## src/rtl/rom_uart_streamer_pkg.sv

```systemverilog
// rtl/rom_uart_streamer_pkg.sv - shared state encoding and width helpers for rom_uart_streamer
package rom_uart_streamer_pkg;

    typedef enum logic [1:0] {
        ST_IDLE  = 2'd0,
        ST_FETCH = 2'd1,
        ST_SEND  = 2'd2,
        ST_GAP   = 2'd3
    } state_t;

    localparam int DEF_ADDR_W = 10;

    // Byte counts run 0..2^ADDR_W inclusive, hence one extra bit.
    localparam int CNT_EXTRA_BITS = 1;

    function automatic int cnt_width(input int addr_w);
        return addr_w + CNT_EXTRA_BITS;
    endfunction

endpackage

```

## src/rtl/rom_uart_streamer_gap_cnt.sv

```systemverilog
// rtl/rom_uart_streamer_gap_cnt.sv - loadable down-counter with zero flag, shared by the ROM-latency and gap waits
module streamer_gap_cnt #(
    parameter int W = 16
) (
    input  logic         clk,
    input  logic         rst,
    input  logic         i_load,
    input  logic [W-1:0] i_load_val,
    output logic         o_zero
);

    logic [W-1:0] r_cnt;

    always_ff @(posedge clk) begin
        if (rst) begin
            r_cnt <= '0;
        end else if (i_load) begin
            r_cnt <= i_load_val;
        end else if (r_cnt != '0) begin
            r_cnt <= r_cnt - 1'b1;
        end
    end

    assign o_zero = (r_cnt == '0);

endmodule

```

## src/rtl/rom_uart_streamer.sv

```systemverilog
// rtl/rom_uart_streamer.sv - streams a (base, len) window of a synchronous ROM to a UART over valid/ready
module rom_uart_streamer
    import rom_uart_streamer_pkg::*;
#(
    parameter int ADDR_W  = DEF_ADDR_W,
    parameter int DATA_W  = 8,
    parameter int ROM_LAT = 1,
    parameter int GAP_W   = 16
) (
    input  logic              clk,
    input  logic              rst,
    input  logic              i_start,
    input  logic              i_abort,
    input  logic              i_loop,
    input  logic [ADDR_W-1:0] i_base,
    input  logic [ADDR_W:0]   i_len,
    input  logic [GAP_W-1:0]  i_gap,
    output logic [ADDR_W-1:0] o_rom_addr,
    input  logic [DATA_W-1:0] i_rom_q,
    output logic [DATA_W-1:0] o_data,
    output logic              o_vld,
    input  logic              i_rdy,
    output logic              o_busy,
    output logic              o_done
);

    localparam int CNT_W = cnt_width(ADDR_W);
    localparam int LAT_W = $clog2(ROM_LAT + 1);
    localparam int TMR_W = (GAP_W > LAT_W) ? GAP_W : LAT_W;
    localparam logic [TMR_W-1:0] LAT_LOAD = TMR_W'(ROM_LAT);

    state_t            r_state;
    state_t            w_next;
    logic [ADDR_W-1:0] r_base;
    logic [ADDR_W-1:0] r_rom_addr;
    logic [ADDR_W-1:0] r_next_addr;
    logic [CNT_W-1:0]  r_len;
    logic [CNT_W-1:0]  r_remain;
    logic [GAP_W-1:0]  r_gap;
    logic              r_loop;
    logic              r_done;
    logic [DATA_W-1:0] r_data;

    logic              w_tmr_zero;
    logic              w_tmr_load;
    logic [TMR_W-1:0]  w_tmr_val;
    logic              w_launch;
    logic              w_xfer;
    logic              w_last;
    logic              w_finish;
    logic              w_capture;
    logic              w_issue;
    logic              w_empty_start;
    logic [ADDR_W-1:0] w_adv_addr;
    logic [ADDR_W-1:0] w_issue_addr;

    assign w_launch     = (r_state == ST_IDLE) && i_start && (i_len != '0);
    assign w_xfer       = (r_state == ST_SEND) && i_rdy;
    assign w_last       = (r_remain == CNT_W'(1));
    assign w_adv_addr   = w_last ? r_base : r_rom_addr + 1'b1;
    // With no gap the next address goes out straight from SEND; otherwise it waits in r_next_addr.
    assign w_issue_addr = (r_state == ST_SEND) ? w_adv_addr : r_next_addr;

    always_ff @(posedge clk) begin
        if (rst) begin
            r_state <= ST_IDLE;
        end else begin
            r_state <= w_next;
        end
    end

    always_comb begin
        w_next = r_state;
        case (r_state)
            ST_IDLE: begin
                if (i_start && (i_len != '0)) w_next = ST_FETCH;
            end
            ST_FETCH: begin
                if (i_abort)         w_next = ST_IDLE;
                else if (w_tmr_zero) w_next = ST_SEND;
            end
            ST_SEND: begin
                if (i_abort) begin
                    w_next = ST_IDLE;
                end else if (i_rdy) begin
                    if (w_last && !r_loop) w_next = ST_IDLE;
                    else if (r_gap == '0)  w_next = ST_FETCH;
                    else                   w_next = ST_GAP;
                end
            end
            ST_GAP: begin
                if (i_abort)         w_next = ST_IDLE;
                else if (w_tmr_zero) w_next = ST_FETCH;
            end
            default: w_next = ST_IDLE;
        endcase
    end

    always_comb begin
        w_tmr_load    = 1'b0;
        w_tmr_val     = LAT_LOAD;
        w_capture     = 1'b0;
        w_issue       = 1'b0;
        w_finish      = 1'b0;
        w_empty_start = 1'b0;
        case (r_state)
            ST_IDLE: begin
                w_tmr_load    = w_launch;
                w_empty_start = i_start && (i_len == '0);
            end
            ST_FETCH: begin
                w_capture = w_tmr_zero && !i_abort;
            end
            ST_SEND: begin
                if (i_rdy && !i_abort) begin
                    if (w_last && !r_loop) begin
                        w_finish = 1'b1;
                    end else if (r_gap == '0) begin
                        w_issue    = 1'b1;
                        w_tmr_load = 1'b1;
                    end else begin
                        w_tmr_load = 1'b1;
                        w_tmr_val  = TMR_W'(r_gap) - 1'b1;
                    end
                end
            end
            ST_GAP: begin
                if (w_tmr_zero && !i_abort) begin
                    w_issue    = 1'b1;
                    w_tmr_load = 1'b1;
                end
            end
            default: ;
        endcase
    end

    always_ff @(posedge clk) begin
        if (rst) begin
            r_base      <= '0;
            r_rom_addr  <= '0;
            r_next_addr <= '0;
            r_len       <= '0;
            r_remain    <= '0;
            r_gap       <= '0;
            r_loop      <= 1'b0;
            r_done      <= 1'b0;
            r_data      <= '0;
        end else begin
            r_done <= w_finish || w_empty_start;
            if (w_launch) begin
                r_base     <= i_base;
                r_len      <= i_len;
                r_remain   <= i_len;
                r_loop     <= i_loop;
                r_gap      <= i_gap;
                r_rom_addr <= i_base;
            end
            if (w_capture) r_data <= i_rom_q;
            if (w_xfer) begin
                r_next_addr <= w_adv_addr;
                r_remain    <= w_last ? r_len : r_remain - 1'b1;
            end
            if (w_issue) r_rom_addr <= w_issue_addr;
        end
    end

    streamer_gap_cnt #(
        .W(TMR_W)
    ) u_wait_cnt (
        .clk       (clk),
        .rst       (rst),
        .i_load    (w_tmr_load),
        .i_load_val(w_tmr_val),
        .o_zero    (w_tmr_zero)
    );

    assign o_rom_addr = r_rom_addr;
    assign o_data     = r_data;
    assign o_vld      = (r_state == ST_SEND);
    assign o_busy     = (r_state != ST_IDLE);
    assign o_done     = r_done;

endmodule

```

## config.mk

```make
export PLATFORM = sky130hd
export DESIGN_NAME = rom_uart_streamer
export DESIGN_NICKNAME = d
export VERILOG_FILES = /design/src/rtl/rom_uart_streamer_pkg.sv /design/src/rtl/rom_uart_streamer_gap_cnt.sv /design/src/rtl/rom_uart_streamer.sv
export SDC_FILE = /design/constraint.sdc
export NUM_CORES = 1
export LEC_CHECK = 0
export ABC_AREA = 0
export ABC_CLOCK_PERIOD_IN_PS = 2860
export BUFFER_PORTS_ARGS = -buffer_cell sky130_fd_sc_hd__buf_4
export CORE_MARGIN = 4
export CORE_UTILIZATION = 45
export CTS_CLUSTER_DIAMETER = 40
export DETAILED_ROUTE_END_ITERATION = 6
export GPL_TIMING_DRIVEN = 0
export PLACE_DENSITY = 0.68
export SLEW_MARGIN = 20
export SYNTH_ARGS = -nofsm -noshare
export SYNTH_HDL_FRONTEND = slang
export SYNTH_HIERARCHICAL = 1
export SYNTH_SLANG_ARGS = --single-unit
```

## constraint.sdc

```tcl
create_clock -name clk -period 2.86 [get_ports clk]
set_input_delay 0.286 -clock clk [delete_from_list [all_inputs] [get_ports clk]]
set_output_delay 0.286 -clock clk [all_outputs]
set_load 0.02 [all_outputs]
```

==> results.cfg <==
[setup_path]
crit_fanout = 7
rr_endpoint = u_wait_cnt/r_cnt[15]
r2r_setup_slack_ps = 170
crit_required_ps = 3120
cp-end-kind = flop
reg2reg_depth = 9
worstSetupStartpointType = flop
path_class = flop to flop
reg2reg_from = r_remain[2]
cp.arrival_ps = 2950

[clocking]
cts.path.max_buffers = 2
clkSlewWorstSetupHoldPaths_ps = 90
htreeDepth = 3
cts_inserted_buffers = 9
cts_sinks = 96
clkLatencyLatePin_ps = 370
cts_tree = built
cts_root_buf = clkbuf_8
cts_hold_buf = 0

[finish]
mostFrequentLayoutCell = nand2_1
area_growth_pct = 18.73
final_core_util = 0.5472
ff_latch_area_sq_um = 1924
nets = 772
num_antenna_cells = 0
multi_input_area_sq_um = 2892
mostFrequentLayoutCells = 133 x nand2_1, 94 x dfxtp_1, 76 x buf_4, 59 x a21oi_1, 51 x nor2_1
num-fill-cells = 1056
drive_above_1_share = 0.1789

[min_path]
hold-path-endpoint = o_data[3]
hold_depth = 3
hp-class = input pin to flop
hold_start = i_rom_q[3]

[grt]
grt_max_degree = 15
busiest_layer = met2
grt_first_pass_wirelength_mm = 22.85
grtUsageMet2 = 0.3874
overflow = 0
grt_pass1_vias = 4585
grtUsageMet1 = 0.2804
grtUsageTotal = 0.2230
met3_usage = 0.03102
antenna_found_initial = 0

[pwr]
power.switching_mw = 1.635
combPwrFrac = 0.389
leakage_nw = 2.234
clockPowerShare = 0.204
seq_power_share = 0.408
p_sw_frac = 0.3853
power_density_nw_per_um2 = 715.3
ir_drop_v = 0.0006932
power_mw = 4.243
internal_power_mw = 2.608

[timing]
tns_ps = 0
tightest_slew_ps = 797.2
timing.final.crit_share = 0.9399
maxSlewHeadroom = 0.4666
finClkSkew_ps = 7.752
rsz0062_at_grt = false
max_freq_mhz = 372.0
setup_violations = 0
min_period_ps = 2688
whs_ps = 154.3
final_hold_viol_count = 0
slew_viol_final = 0
worst_slack_ps = 171.8

[detailed_routing]
num_vias = 4932
drt_iter0_drc = 329
firstDrtPassIters = 5
drc = 0
ant_nets = 0
routed_wl_mm = 14.36
wl_per_cell_um = 16.68
vias_per_cell = 5.728

[floorplanning]
start_util = 0.4609
rows = 38
fp.coreArea_sq_um = 10840
fp.dieW_um = 113.4
die_h_um = 113.4
die-area_sq_um = 12850
pin_count = 72

[run]
maxCapViolations = 0

[logic_synthesis]
yosysWarnings = 6
synthCells = 635
synthFlopType = dfxtp_1
netlist_area_sq_um = 4996
yosysUniqueCellTypes = 62
synthArstFlopShare = 0
synth.largest_area_cell = dfxtp_1
ys_seq_elements = 96
synth_nets = 691
synth_edf_count = 0
synth_top_area_share = 0.3847
ys_seq_area_frac = 0.3847
yosys-top-cells-area = dfxtp_1 38%, nand2_1 10%, a21oi_1 5.9%
synth_area_per_cell_sq_um = 7.868

[run_status]
run_status = finished, final reports clean

[placement]
routabilityCongestion = 0.8547
detailed_place_hpwl_mm = 10.45
place_ws_ps = -438.9
portBuffers = 71
registers in the layout (all words and copies together), names as in the netlist, 8 cells and up:
signal and cells:
u_wait_cnt/r_cnt 16, r_next_addr 10, r_len 11, r_base 10, r_gap 16, r_remain 11
o_rom_addr 10, o_data 8
metrics by stage:
stage,std cells,instance area (sq um)
3_5_place_dp,846,5704
4_1_cts,860,5897
3_3_place_gp,846,5704
6_report,861,5932
5_1_grt,861,5932
2_1_floorplan,635,4996
layer usage:
metal,share of wire,wire length (um)
met5,0,0
met3,0.053,766
met4,0.023,332
met2,0.51,7265
met1,0.42,5997
how the worst max path moves through the flow:
stage | start | to | cells past startpoint
2_1_floorplan | r_remain[0] | u_wait_cnt/r_cnt[15] | 11
3_3_place_gp | i_len[2] | u_wait_cnt/r_cnt[13] | 10
3_5_place_dp | i_len[2] | u_wait_cnt/r_cnt[4] | 10
4_1_cts | r_gap[0] | u_wait_cnt/r_cnt[15] | 11
5_1_grt | r_gap[0] | u_wait_cnt/r_cnt[15] | 11
6_report | r_remain[2] | u_wait_cnt/r_cnt[15] | 9
cell type report:
| cell class | count | area share |
|---|---|---|
| multi-input cells | 489 | 0.4874 |
| flip-flops and latches | 96 | 0.3244 |
| repair buffers | 73 | 0.09239 |
| plain buffers | 39 | 0.03016 |
| well taps | 140 | 0.02953 |
| clock buffers | 13 | 0.02848 |
| inverters | 8 | 0.005062 |
| clock inverters | 3 | 0.002531 |
critical path: stages, from the launching register on:
cell,delay (ps)
dfxtp_1,380
or4_1,610
or4_4,580
nand2_1,140
or2_1,110
clkbuf_4,170
nor2_1,60
mux2i_1,140
a211oi_1,70
a311o_1,320
synthesized netlist by cell type (4+ instances only):
master / number
clkbuf_1: 31
o31a_1: 4
o31ai_1: 5
o21ai_0: 18
ha_1: 5
a31o_2: 4
o211ai_1: 12
mux2i_1: 12
a21oi_1: 59
nor3_1: 13
xnor2_1: 16
a22oi_1: 5
nor2_1: 52
nor4_1: 9
nand2b_1: 5
a211oi_1: 5
nand3_1: 21
nand2_1: 134
a31oi_1: 12
xor2_1: 16
or4_1: 9
or3_1: 11
a211o_1: 4
buf_2: 6
inv_1: 8
a311oi_1: 6
dfxtp_1: 96
power by group through the flow:
stage / Combinational, mW / Sequential [mW] / Clock, mW
after floorplan: 1.21 / 1.73 / 0
after global placement: 1.57 / 1.75 / 0
after detailed placement: 1.59 / 1.75 / 0
after CTS: 1.61 / 1.72 / 0.878
after global routing: 1.81 / 1.76 / 0.934
final: 1.65 / 1.73 / 0.864
what timing repair did:
action / in CTS / in global routing
buffers inserted: 0 / 2
endpoints found under the setup margin: 16 / 14
resized for setup: 7 / 8
pin swaps: 0 / 0
kinds of logic after synthesis:
logic type	share of synthesized area
AOI/OAI and AO/OA	0.2101
xor gates and xnor gates	0.05610
adders and majority gates	0.01252
buffers and inverters	0.04232
DFF	0.3847
muxes	0.03080
and+or+nand+nor	0.2635
Note: power is estimated with default switching activity, not from simulation.
